`config.mk`:
```
export PLATFORM = sky130hd
export DESIGN_NAME = control_sequencer
export DESIGN_NICKNAME = d
export VERILOG_FILES = /design/src/rtl/mini_cpu_ctrl_pkg.sv /design/src/rtl/control_sequencer.sv
export SDC_FILE = /design/constraint.sdc
export NUM_CORES = 1
export LEC_CHECK = 0
export CORE_MARGIN = 2
export CORE_UTILIZATION = 30
export CTS_CLUSTER_SIZE = 20
export DETAILED_ROUTE_END_ITERATION = 12
export GPL_TIMING_DRIVEN = 1
export PLACE_DENSITY = 0.77
export SYNTH_ARGS = -nofsm -noshare
export SYNTH_HDL_FRONTEND = slang
export SYNTH_SLANG_ARGS = --single-unit
```
`constraint.sdc`:
```
create_clock -name Clock -period 1.8 [get_ports Clock]
set_clock_uncertainty 0.15 [all_clocks]
set_input_delay 0.18 -clock Clock [delete_from_list [all_inputs] [get_ports Clock]]
set_output_delay 0.18 -clock Clock [all_outputs]
set_load 0.01 [all_outputs]
```
`src/rtl/mini_cpu_ctrl_pkg.sv`:
```
// rtl/mini_cpu_ctrl_pkg.sv - state, opcode and ALU encodings shared by the control sequencer
package mini_cpu_ctrl_pkg;

  // One state per clock: reset, eight timing steps, halt
  typedef enum logic [3:0] {
    S_RST, T0, T1, T2, T3, T4, T5, T6, T7, S_HALT
  } state_t;

  // Instruction families that share an execute sequence
  typedef enum logic [3:0] {
    C_NONE, C_LD, C_LDI, C_ST, C_RALU, C_IALU, C_BR, C_IN, C_OUT, C_HALT
  } op_class_t;

  localparam logic [4:0] OP_LD        = 5'b00000;
  localparam logic [4:0] OP_LDI       = 5'b00001;
  localparam logic [4:0] OP_ST        = 5'b00010;
  localparam logic [4:0] OP_ALU_FIRST = 5'b00011;
  localparam logic [4:0] OP_ALU_LAST  = 5'b01011;
  localparam logic [4:0] OP_ADDI      = 5'b01100;
  localparam logic [4:0] OP_ANDI      = 5'b01101;
  localparam logic [4:0] OP_ORI       = 5'b01110;
  localparam logic [4:0] OP_BR        = 5'b10010;
  localparam logic [4:0] OP_IN        = 5'b10110;
  localparam logic [4:0] OP_OUT       = 5'b10111;
  localparam logic [4:0] OP_NOP       = 5'b11010;
  localparam logic [4:0] OP_HALT      = 5'b11011;

  // Must match the data_path ALU operation encoding
  localparam logic [4:0] ALU_ADD = 5'b00011;
  localparam logic [4:0] ALU_AND = 5'b00101;
  localparam logic [4:0] ALU_OR  = 5'b00110;

  // nop and every unassigned opcode fall into C_NONE (fetch only)
  function automatic op_class_t classify(input logic [4:0] opcode);
    if (opcode == OP_LD)                                           return C_LD;
    else if (opcode == OP_LDI)                                     return C_LDI;
    else if (opcode == OP_ST)                                      return C_ST;
    else if (opcode >= OP_ALU_FIRST && opcode <= OP_ALU_LAST)      return C_RALU;
    else if (opcode == OP_ADDI || opcode == OP_ANDI || opcode == OP_ORI) return C_IALU;
    else if (opcode == OP_BR)                                      return C_BR;
    else if (opcode == OP_IN)                                      return C_IN;
    else if (opcode == OP_OUT)                                     return C_OUT;
    else if (opcode == OP_HALT)                                    return C_HALT;
    else                                                           return C_NONE;
  endfunction

  // Immediate forms reuse the register ALU with a fixed operation
  function automatic logic [4:0] imm_alu_op(input logic [4:0] opcode);
    case (opcode)
      OP_ANDI: return ALU_AND;
      OP_ORI:  return ALU_OR;
      default: return ALU_ADD;
    endcase
  endfunction

endpackage

```
`src/rtl/control_sequencer.sv`:
```
// rtl/control_sequencer.sv - hardwired T0..T7 control unit for the mini CPU data path
module control_sequencer
  import mini_cpu_ctrl_pkg::*;
#(
  parameter int IR_W = 32,
  parameter int OP_W = 5
) (
  input  logic            Clock,
  input  logic            clear,
  input  logic [IR_W-1:0] ir,
  input  logic            branchCompare,
  output logic            PCout,
  output logic            Zhighout,
  output logic            Zlowout,
  output logic            MDRout,
  output logic            HIout,
  output logic            LOout,
  output logic            InPortout,
  output logic            Cout,
  output logic            PCin,
  output logic            IncPC,
  output logic            MARin,
  output logic            MDRin,
  output logic            IRin,
  output logic            Yin,
  output logic            ZHighin,
  output logic            Zlowin,
  output logic            HIin,
  output logic            LOin,
  output logic            OutPortin,
  output logic            CONin,
  output logic            Read,
  output logic            Write,
  output logic            Gra,
  output logic            Grb,
  output logic            Grc,
  output logic            Rin,
  output logic            Rout,
  output logic            BAout,
  output logic [OP_W-1:0] op,
  output logic            run
);

  state_t          state;
  logic [OP_W-1:0] opcode;
  op_class_t       cls;
  logic            unused_ir_low;

  assign opcode        = ir[IR_W-1 -: OP_W];
  assign cls           = classify(opcode);
  assign unused_ir_low = ^ir[IR_W-OP_W-1:0];

  // Step through fetch, then the execute length of the decoded instruction
  always_ff @(posedge Clock or posedge clear) begin
    if (clear) begin
      state <= S_RST;
    end else begin
      case (state)
        S_RST:  state <= T0;
        T0:     state <= T1;
        T1:     state <= T2;
        T2: begin
          if (cls == C_HALT)      state <= S_HALT;
          else if (cls == C_NONE) state <= T0;
          else                    state <= T3;
        end
        T3:     state <= (cls == C_IN || cls == C_OUT) ? T0 : T4;
        T4:     state <= T5;
        T5:     state <= (cls == C_LD || cls == C_ST || cls == C_BR) ? T6 : T0;
        T6:     state <= (cls == C_LD || cls == C_ST) ? T7 : T0;
        T7:     state <= T0;
        S_HALT: state <= S_HALT;
        default: state <= S_RST;
      endcase
    end
  end

  // Decode strobes from state (and opcode in execute); clear drops them with the state
  always_comb begin
    PCout = 1'b0; Zhighout = 1'b0; Zlowout = 1'b0; MDRout = 1'b0;
    HIout = 1'b0; LOout = 1'b0; InPortout = 1'b0; Cout = 1'b0;
    PCin = 1'b0; IncPC = 1'b0; MARin = 1'b0; MDRin = 1'b0; IRin = 1'b0;
    Yin = 1'b0; ZHighin = 1'b0; Zlowin = 1'b0; HIin = 1'b0; LOin = 1'b0;
    OutPortin = 1'b0; CONin = 1'b0; Read = 1'b0; Write = 1'b0;
    Gra = 1'b0; Grb = 1'b0; Grc = 1'b0; Rin = 1'b0; Rout = 1'b0; BAout = 1'b0;
    op  = '0;
    run = (state != S_HALT);
    case (state)
      T0: begin PCout = 1'b1; MARin = 1'b1; IncPC = 1'b1; ZHighin = 1'b1; Zlowin = 1'b1; end
      T1: begin Zlowout = 1'b1; PCin = 1'b1; Read = 1'b1; MDRin = 1'b1; end
      T2: begin MDRout = 1'b1; IRin = 1'b1; end
      T3: begin
        case (cls)
          C_LD, C_LDI, C_ST: begin Grb = 1'b1; BAout = 1'b1; Yin = 1'b1; end
          C_RALU, C_IALU:    begin Grb = 1'b1; Rout = 1'b1; Yin = 1'b1; end
          C_BR:              begin Gra = 1'b1; Rout = 1'b1; CONin = 1'b1; end
          C_IN:              begin InPortout = 1'b1; Gra = 1'b1; Rin = 1'b1; end
          C_OUT:             begin Gra = 1'b1; Rout = 1'b1; OutPortin = 1'b1; end
          default: ;
        endcase
      end
      T4: begin
        case (cls)
          C_LD, C_LDI, C_ST: begin Cout = 1'b1; ZHighin = 1'b1; Zlowin = 1'b1; op = ALU_ADD; end
          C_RALU: begin Grc = 1'b1; Rout = 1'b1; ZHighin = 1'b1; Zlowin = 1'b1; op = opcode; end
          C_IALU: begin Cout = 1'b1; ZHighin = 1'b1; Zlowin = 1'b1; op = imm_alu_op(opcode); end
          C_BR:   begin PCout = 1'b1; Yin = 1'b1; end
          default: ;
        endcase
      end
      T5: begin
        case (cls)
          C_LD, C_ST:             begin Zlowout = 1'b1; MARin = 1'b1; end
          C_LDI, C_RALU, C_IALU:  begin Zlowout = 1'b1; Gra = 1'b1; Rin = 1'b1; end
          C_BR: begin Cout = 1'b1; ZHighin = 1'b1; Zlowin = 1'b1; op = ALU_ADD; end
          default: ;
        endcase
      end
      T6: begin
        case (cls)
          C_LD: begin Read = 1'b1; MDRin = 1'b1; end
          C_ST: begin Gra = 1'b1; Rout = 1'b1; MDRin = 1'b1; end
          C_BR: begin Zlowout = branchCompare; PCin = branchCompare; end
          default: ;
        endcase
      end
      T7: begin
        case (cls)
          C_LD: begin MDRout = 1'b1; Gra = 1'b1; Rin = 1'b1; end
          C_ST: Write = 1'b1;
          default: ;
        endcase
      end
      default: ;
    endcase
  end

endmodule

```
==> qor.yml <==
synth:
  ys_seq_elements: 4
  synth.largest_area_cell: "dfrtp_1"
  syn_inst: 136
  netlist.area_leader.share_pct: 11.48
  synthArstFlopShare_pct: 100.0
  synth.yosys.seq_area_share_pct: 11.48
  synth_edf_count: 0
  syn_area_um2: 872.1
  synth.area.top_cells: "dfrtp_1, nor2_1, buf_4, nor3_1, nand2_1"
  syn_avg_cell_area_um2: 6.412
  synthTopCellsByCount: "nor2_1, nand2_1, clkbuf_1, nor3_1"
  yosysMostFrequentCell: "nor2_1"
  yosysWarnings: 0
  synth_ff_type: "dfrtp_1"
  yosysUniqueCellTypes: 46
cts:
  cts.path.max_buffers: 2
  clk_latency_ns: 0.24
  cts-root-buf: "clkbuf_4"
  numCtsBuffers: 3
  cts_sinks: 4
  tritoncts: "yes"
  clk_pin_slew_worst_paths_ns: 0.04
  htree_levels: 1
layout:
  n_antenna_cell: 0
  area_growth_pct: 133.4
  largest_reg_flops: 4
  drive_gt1_share_pct: 67.39
  fin_nets: 267
  reg_top3: "state (4)"
  fin_area_mm2: 0.002036
  regMostFlops: "state"
timing:
  report.final.slew_viol_count: 0
  setup_viol: 25
  fin_hold_ws_ns: 0.3464
  final_hold_viol_count: 0
  period_minus_slack_ns: 2.190
  fin_ws_ns: -0.3896
  fmax_ghz: 0.4567
  min_period_over_period_pct: 121.6
  rsz0062_at_grt: "true"
floorplan:
  core_area_mm2: 0.002758
  die_x_um: 57.92
  die_height_um: 57.92
  ios: 69
  start_util_pct: 31.62
  rows: 19
  die_area_mm2: 0.003354
global_routing:
  grt_pass1_vias: 1376
  grtUsageTotal_pct: 27.43
  grt-ovfl-total: 0
  grt_pass1_wl_mm: 6.975
  grt_max_degree: 18
  antenna_found_initial: 0
detailed_routing:
  drtAntennaViolNets: 0
  vias: 1468
  wl_mm: 4.844
  wl_per_cell_um: 18.56
  drt_first_pass_iters: 4
  drt_iter0_markers: 99
  viasPerCell: 5.625
  drc: 0
setup_path:
  path_class: "flip-flop to output port"
  reg2regPathDepth: 7
  worst-endpoint-required_ns: 1.47
  cp-start-kind: "flip-flop"
  end_kind: "output port"
  arrival_ns: 1.86
  crit_fanout: 3
hold_path:
  holdPathStages: 4
  min_path_type: "primary input to flip-flop"
run_status:
  outcome: "finished, violations left"
  violations: "setup timing"
placement:
  portBuffers: 35
  place_area_mm2: 0.001508
  dpl.hpwl_mm: 2.594
  place_congestion: 0.9001
power:
  total_power_w: 0.002266
  cellLeakagePower_nw: 0.9843
  power_density_mw_per_mm2: 1113
  peakVddDrop_mv: 1.356
flow_run:
  drv_cap: 0
-- logic make-up (layout without fill, tap and decap cells) --
family | count (synthesis) | in the layout | share of synthesized area, %
compound gates | 35 | 35 | 27.26
flops | 4 | 4 | 11.48
xor+xnor | 2 | 2 | 2.009
other cells | 1 | 6 | 0.4300
simple gates | 69 | 69 | 43.91
buf+inv | 25 | 114 | 14.92
-- metrics by stage --
step / utilization, % / setup TNS [ns] / cells / setup slack, ns
floorplan: - / -0.009321 / 141 / -0.009321
global placement: 54.67 / -19.12 / 231 / -0.8379
detailed placement: 54.67 / -19.39 / 231 / -0.8646
CTS: 67.56 / -5.433 / 252 / -0.4221
global route: 73.82 / -7.079 / 261 / -0.4743
finish: 73.82 / -5.802 / 261 / -0.3896
-- power by group --
group | internal (W) | switching (W)
Combinational | 0.00104 | 0.000938
Sequential | 0.000129 | 0.0000447
Clock | 0.0000749 | 0.0000418
Total | 0.00124 | 0.00102
-- cell type report --
cell class,instances,area (µm²)
Multi-Input combinational cell,112,977.2
Tap cell,31,38.79
Sequential cell,4,102.6
Inverter,5,18.77
Clock buffer,3,22.52
Fill cell,178,721.9
Timing Repair Buffer,106,875.8
-- worst max-delay path: stages, from the launching register on --
cell,delay [ns]
dfrtp_1,0.40
buf_6,0.14
buf_12,0.12
nor4b_4,0.28
and2_4,0.20
buf_6,0.10
a21oi_2,0.05
o22ai_1,0.16
buf_2,0.16
-- worst paths after layout --
path | startpoint | endpoint | slack, ns
worst max-delay path | state[1] | Cout | -0.39
worst min-delay path | ir[30] | state[1] | 0.35
worst max register to register | state[1] | state[2] | -0.04
worst min register to register | state[3] | state[1] | 0.58
max in group asynchronous | clear | state[2] | 0.80
min in group asynchronous | clear | state[1] | 0.53
-- metal layers --
metal	up-vias	track usage, %	share of wire (%)
met5	-	0	0
met3	16	4.241	6.3
met1	717	35.48	43
met2	70	45.45	47
li1	665	-	-
met4	0	11.30	3.1
-- layout by cell type, fill, tap and decap left out, types with 4 or more instances in the layout --
master     n
nand2b_4   5
inv_1      4
nor3_4     4
or3_4      4
nor3_2     4
buf_4     48
nor2_1     9
o22ai_1    4
nand2_1    8
a21oi_1    5
conb_1     6
buf_2     21
buf_6     27
-- what timing repair did --
item / in CTS / in global routing
hold buffers: 1 / 0
endpoints found under the hold margin: 4 / 0
buffers inserted: 17 / 10
gates resized for setup: 188 / 26
setup endpoints to repair: 31 / 30
pin swaps: 23 / 21
Note: power is estimated with default switching activity, not from simulation.
